===== src/rtl/usart_pkg.sv =====
// Shared USART definitions: parity modes, FSM state encoding, baud math
// and the legal-parameter check used by both the transmitter and receiver.
package usart_pkg;

  localparam int PAR_NONE = 0;
  localparam int PAR_ODD  = 1;
  localparam int PAR_EVEN = 2;

  // Wide enough to count up to 9 data bits or 2 stop bits.
  localparam int BIT_CNT_W = 4;

  typedef enum logic [2:0] {
    ST_IDLE,
    ST_START,
    ST_DATA,
    ST_PARITY,
    ST_STOP
  } usart_state_e;

  function automatic int clks_per_bit(input longint clk_freq, input longint baud_rate);
    return int'(clk_freq / baud_rate);
  endfunction

  function automatic bit usart_params_ok(input int cpb, input int data_bit,
                                         input int parity, input int stop_bits);
    return (cpb >= 2) && (data_bit >= 5) && (data_bit <= 9) &&
           (parity >= PAR_NONE) && (parity <= PAR_EVEN) &&
           (stop_bits >= 1) && (stop_bits <= 2);
  endfunction

endpackage


===== src/rtl/usart_baud_gen.sv =====
// Bit-period counter: ticks on the last cycle of every CLKS_PER_BIT-cycle
// period; a clear holds it at zero so the next period starts cleanly.
module usart_baud_gen #(
  parameter int CLKS_PER_BIT = 868
) (
  input  logic clk,
  input  logic reset,
  input  logic i_clear,
  output logic o_tick
);

  localparam int CNT_W = $clog2(CLKS_PER_BIT);
  localparam logic [CNT_W-1:0] LAST = CNT_W'(CLKS_PER_BIT - 1);

  logic [CNT_W-1:0] r_cnt;

  always_ff @(posedge clk) begin
    if (!reset || i_clear || (r_cnt == LAST)) begin
      r_cnt <= '0;
    end else begin
      r_cnt <= r_cnt + 1'b1;
    end
  end

  assign o_tick = (r_cnt == LAST);

endmodule


===== src/rtl/usart_tx.sv =====
// USART transmitter: accepts a word on valid/ready and shifts out
// start, data LSB first, optional parity and stop bit(s) on a registered tx.
module usart_tx
  import usart_pkg::*;
#(
  parameter int CLK_FREQ  = 100000000,
  parameter int BAUD_RATE = 115200,
  parameter int DATA_BIT  = 8,
  parameter int PARITY    = 0,
  parameter int STOP_BITS = 1
) (
  input  logic                clk,
  input  logic                reset,
  input  logic [DATA_BIT-1:0] tx_data,
  input  logic                tx_valid,
  output logic                tx_ready,
  output logic                tx,
  output logic                tx_busy,
  output logic                tx_done,
  output usart_state_e        o_dbg_state
);

  localparam int CPB = clks_per_bit(CLK_FREQ, BAUD_RATE);
  localparam logic [BIT_CNT_W-1:0] LAST_DATA = BIT_CNT_W'(DATA_BIT - 1);
  localparam logic [BIT_CNT_W-1:0] LAST_STOP = BIT_CNT_W'(STOP_BITS - 1);

  generate
    if (!usart_params_ok(CPB, DATA_BIT, PARITY, STOP_BITS)) begin : g_param_err
      $error("usart_tx: illegal parameter set");
    end
  endgenerate

  // Handshake: a word is accepted at a rising edge where tx_valid && tx_ready;
  // tx_ready is high only in IDLE while reset is released.
  usart_state_e          r_state;
  logic                  r_tx;
  logic                  r_busy;
  logic                  r_done;
  logic                  r_par;
  logic [DATA_BIT-1:0]   r_shift;
  logic [BIT_CNT_W-1:0]  r_bit_cnt;
  logic                  w_tick;
  logic                  w_accept;
  logic                  w_clear;

  assign tx_ready    = (r_state == ST_IDLE) && reset;
  assign w_accept    = tx_valid && tx_ready;
  assign w_clear     = (r_state == ST_IDLE);
  assign tx          = r_tx;
  assign tx_busy     = r_busy;
  assign tx_done     = r_done;
  assign o_dbg_state = r_state;

  usart_baud_gen #(.CLKS_PER_BIT(CPB)) u_baud (
    .clk     (clk),
    .reset   (reset),
    .i_clear (w_clear),
    .o_tick  (w_tick)
  );

  always_ff @(posedge clk) begin
    if (!reset) begin
      r_state   <= ST_IDLE;
      r_tx      <= 1'b1;
      r_busy    <= 1'b0;
      r_done    <= 1'b0;
      r_par     <= 1'b0;
      r_shift   <= '0;
      r_bit_cnt <= '0;
    end else begin
      r_done <= 1'b0;
      case (r_state)
        ST_IDLE: begin
          r_tx <= 1'b1;
          if (w_accept) begin
            r_state   <= ST_START;
            r_tx      <= 1'b0;
            r_busy    <= 1'b1;
            r_shift   <= tx_data;
            r_par     <= (PARITY == PAR_ODD) ? ~^tx_data : ^tx_data;
            r_bit_cnt <= '0;
          end
        end
        ST_START: begin
          if (w_tick) begin
            r_state   <= ST_DATA;
            r_tx      <= r_shift[0];
            r_bit_cnt <= '0;
          end
        end
        ST_DATA: begin
          if (w_tick) begin
            r_shift <= r_shift >> 1;
            if (r_bit_cnt == LAST_DATA) begin
              r_bit_cnt <= '0;
              if (PARITY != PAR_NONE) begin
                r_state <= ST_PARITY;
                r_tx    <= r_par;
              end else begin
                r_state <= ST_STOP;
                r_tx    <= 1'b1;
              end
            end else begin
              r_bit_cnt <= r_bit_cnt + 1'b1;
              r_tx      <= r_shift[1];
            end
          end
        end
        ST_PARITY: begin
          if (w_tick) begin
            r_state   <= ST_STOP;
            r_tx      <= 1'b1;
            r_bit_cnt <= '0;
          end
        end
        ST_STOP: begin
          r_tx <= 1'b1;
          if (w_tick) begin
            if (r_bit_cnt == LAST_STOP) begin
              r_state   <= ST_IDLE;
              r_busy    <= 1'b0;
              r_done    <= 1'b1;
              r_bit_cnt <= '0;
            end else begin
              r_bit_cnt <= r_bit_cnt + 1'b1;
            end
          end
        end
        default: begin
          r_state <= ST_IDLE;
          r_tx    <= 1'b1;
          r_busy  <= 1'b0;
        end
      endcase
    end
  end

endmodule

===== config.mk =====
export PLATFORM = sky130hd
export DESIGN_NAME = usart_tx
export DESIGN_NICKNAME = d
export VERILOG_FILES = /design/src/rtl/usart_pkg.sv /design/src/rtl/usart_baud_gen.sv /design/src/rtl/usart_tx.sv
export SDC_FILE = /design/constraint.sdc
export NUM_CORES = 1
export LEC_CHECK = 0
export ABC_AREA = 1
export CORE_ASPECT_RATIO = 0.7
export CORE_MARGIN = 10
export CORE_UTILIZATION = 35
export DETAILED_ROUTE_END_ITERATION = 12
export HOLD_SLACK_MARGIN = 0.08
export SYNTH_ARGS = -nofsm -noshare
export SYNTH_HDL_FRONTEND = slang
export SYNTH_SLANG_ARGS = --single-unit
export TNS_END_PERCENT = 5

===== constraint.sdc =====
create_clock -name clk -period 1.55 [get_ports clk]
set_input_delay 0.31 -clock clk [delete_from_list [all_inputs] [get_ports clk]]
set_output_delay 0.31 -clock clk [all_outputs]
set_load 0.02 [all_outputs]

==> results.json <==
{
  "seqCellArea_um2": 562,
  "ir_drop_uv": 716,
  "power_per_cell_area_nw_per_um2": 1550,
  "htree_levels": 1,
  "cp_cell_sequence": "clkdlybuf4s50_1",
  "rsz0062_at_grt": "true",
  "drc": 0,
  "grt_pass1_vias": 1307,
  "portBuffers": 17,
  "ios": 18,
  "worstSetupStartpointType": "flop",
  "clkSinkCount": 28,
  "cts_root_buf": "clkbuf_8",
  "vias": 1368,
  "via_per_inst": 4.44,
  "grt_antenna_before_repair": 0,
  "multi_input_area_um2": 788,
  "hold_ws_ps": 461,
  "yosysUniqueCellTypes": 24,
  "r2r-start": "u_baud.r_cnt[1]",
  "max_stage_delay_ps": 590,
  "endpoint_kind": "primary output",
  "yosysSeqAreaShare_pct": 38.7,
  "hold_violations": 0,
  "core_um2": 3950,
  "post_drt_wl_per_cell_um": 10.6,
  "netlist_area_um2": 1450,
  "area_growth_syn_to_layout_pct": 29.1,
  "worst-path-stages": 1,
  "cts_tree": "yes",
  "power_uw": 2900,
  "start_util_pct": 36.7,
  "first_iter_violations": 57,
  "cp_top_family": "buffers and inverters",
  "drt_pass1_iterations": 4,
  "crit_type": "flop to primary output",
  "critical_path.slowest_cell": "clkdlybuf4s50_1",
  "placementRows": 19,
  "grtUsageTotal_pct": 9.75,
  "antenna_cells": 0,
  "leakage_uw": 0.000870,
  "final_util_pct": 47.4,
  "syn-instance-count": 218,
  "min_period_ps": 1480,
  "clk_pin_slew_ps": 90,
  "holdCritPathClass": "flop to flop",
  "grt_pass1_wl_um": 5840,
  "yosysWarnings": 0,
  "finalWorstSetupSlack_ps": 71.5,
  "ant_nets": 0,
  "max_freq_mhz": 676,
  "routed_wl_um": 3270,
  "die-area_um2": 7150,
  "grt_overflow": 0,
  "cts_buffers": 3,
  "worst_pin_slew_ps": 334,
  "postSynthAreaPerCell_um2": 6.65,
  "dp_hpwl_um": 2560,
  "cp.arrival_ps": 1170,
  "path_buf_inv": 1,
  "syn_nets": 232,
  "clockBufferDepth": 2,
  "maxCapViolCount": 0,
  "reg2reg_depth": 8,
  "cp_max_fo": 1,
  "fillCellCount": 435,
  "hp-start": "tx_busy",
  "status": "finished clean",
  "setup_viol": 0,
  "ys_ff_latch": 28,
  "die_h_um": 73.8,
  "insertion_delay_ps": 270,
  "fin_skew_ps": 3.58,
  "critPathRequiredTime_ps": 1240,
  "worstHoldEndpoint": "tx_busy",
  "fin_nets": 272,
  "worstHoldPathCells": 2,
  "fin_crit_sh_pct": 95.4,
  "grt_max_degree": 15,
  "setup-tns-final_ps": 0,
  "max_slew_margin_pct": 77.6,
  "place_ws_ps": -400,
  "gp_congestion": 0.825,
  "reg2reg_slack_ps": 100,
  "drive_above_1_share_pct": 18.0,
  "r2r_end": "r_shift[2]",
  "maxSlewViolCount": 0,
  "fp.dieW_um": 96.9
}
==> placed cells by master (no fill, tap or decap), drive strengths merged <==
cell type and n:
nand2 63, nor2 47, dfxtp 28, inv 25
buf 20, o21ai 15, nand3 13, clkdlybuf4s50 11
a21oi 9, dlygate4sd2 4, nand4 3, or2 3
ha 3, clkbuf 3, nor3 2, xor2 2
xnor2 1, nor3b 1, clkinv 1, a31oi 1
dlymetal6s2s 1
==> per-layer routing <==
| metal | GRT usage (%) | wire, um | part of all wire [%] |
|---|---|---|---|
| met1 | 12.8 | 1750 | 54 |
| met2 | 14.7 | 1330 | 41 |
| met3 | 3.46 | 166 | 5.1 |
| met4 | 2.61 | 21 | 0.64 |
| met5 | 0 | 0 | 0 |
==> synth_stat cells <==
| master | number | area, um^2 |
|---|---|---|
| nand4_1 | 3 | 18.8 |
| buf_2 | 1 | 5.00 |
| nand2_1 | 59 | 221 |
| or2_2 | 3 | 18.8 |
| nor2_2 | 6 | 37.5 |
| inv_1 | 23 | 86.3 |
| clkinv_4 | 1 | 8.76 |
| dfxtp_1 | 28 | 561 |
| o21ai_1 | 3 | 15.0 |
| nor2_1 | 41 | 154 |
| a31oi_1 | 1 | 6.26 |
| nand3_4 | 1 | 17.5 |
| nand2_2 | 2 | 12.5 |
| inv_2 | 2 | 7.51 |
| nand3_2 | 1 | 10.0 |
| a21oi_1 | 9 | 45.0 |
| xor2_1 | 2 | 17.5 |
| nor3_1 | 2 | 10.0 |
| ha_1 | 3 | 37.5 |
| nor3b_2 | 1 | 12.5 |
| nand3_1 | 11 | 55.1 |
| xnor2_1 | 1 | 8.76 |
| o21ai_0 | 12 | 60.1 |
| nand2_4 | 2 | 22.5 |
==> cell families after synthesis <==
kind of cell | after synthesis | synth area share (%)
buffers and inverters | 27 | 7.43
adders and majority gates | 3 | 2.59
DFF | 28 | 38.7
and+or+nand+nor | 132 | 40.8
AOI/OAI and AO/OA | 25 | 8.72
xor gates and xnor gates | 3 | 1.81
==> worst reg2reg max path, stage by stage, from the launching register on <==
cell and delay (ps):
dfxtp_1 360, ha_1 200, nand2_1 90, nor2_2 120, nand2_2 120, nand2_4 130
nand2_4 110, o21ai_0 180, nor2_1 50
==> where the power goes <==
group | switching [uW] | internal [uW] | leakage (uW)
registers | 109 | 909 | 0.000229
logic | 900 | 600 | 0.000619
clock network | 208 | 174 | 0.0000216
total | 1220 | 1680 | 0.000870
==> stage by stage <==
step | cells | cell area, um^2
after floorplan | 218 | 1450
after global placement | 302 | 1800
after detailed placement | 302 | 1800
after CTS | 305 | 1830
after global routing | 308 | 1870
final | 308 | 1870
==> cell type report <==
type / count / share of cell area, %
Clock buffer: 3 / 2.21
Inverter: 26 / 5.48
Multi-Input combinational cell: 163 / 42.1
Sequential cell: 28 / 30.0
Tap cell: 52 / 3.48
Timing Repair Buffer: 36 / 16.7
==> how the worst max path moves through the flow <==
stage                     from        endpoint  slack, ps
3_3_place_gp             reset        tx_ready       -420
6_report               tx_done         tx_done         70
3_5_place_dp             reset        tx_ready       -400
2_1_floorplan   o_dbg_state[0]  o_dbg_state[0]        170
5_1_grt        u_baud.r_cnt[0]      r_shift[5]        -30
4_1_cts                  reset      r_shift[4]         10
==> state kept, by name, indices dropped and copies added, names as in the netlist <==
register	cells
tx_done	1
o_dbg_state	3
r_bit_cnt	4
tx_busy	1
u_baud.r_cnt	10
tx	1
r_shift	8
==> what timing repair did <==
item | in CTS | in global routing
gates resized for setup | 8 | 9
hold buffers | 0 | 0
endpoints found under the setup margin | 5 | 15
setup buffers | 0 | 3
(Power assumes the default switching activity.)
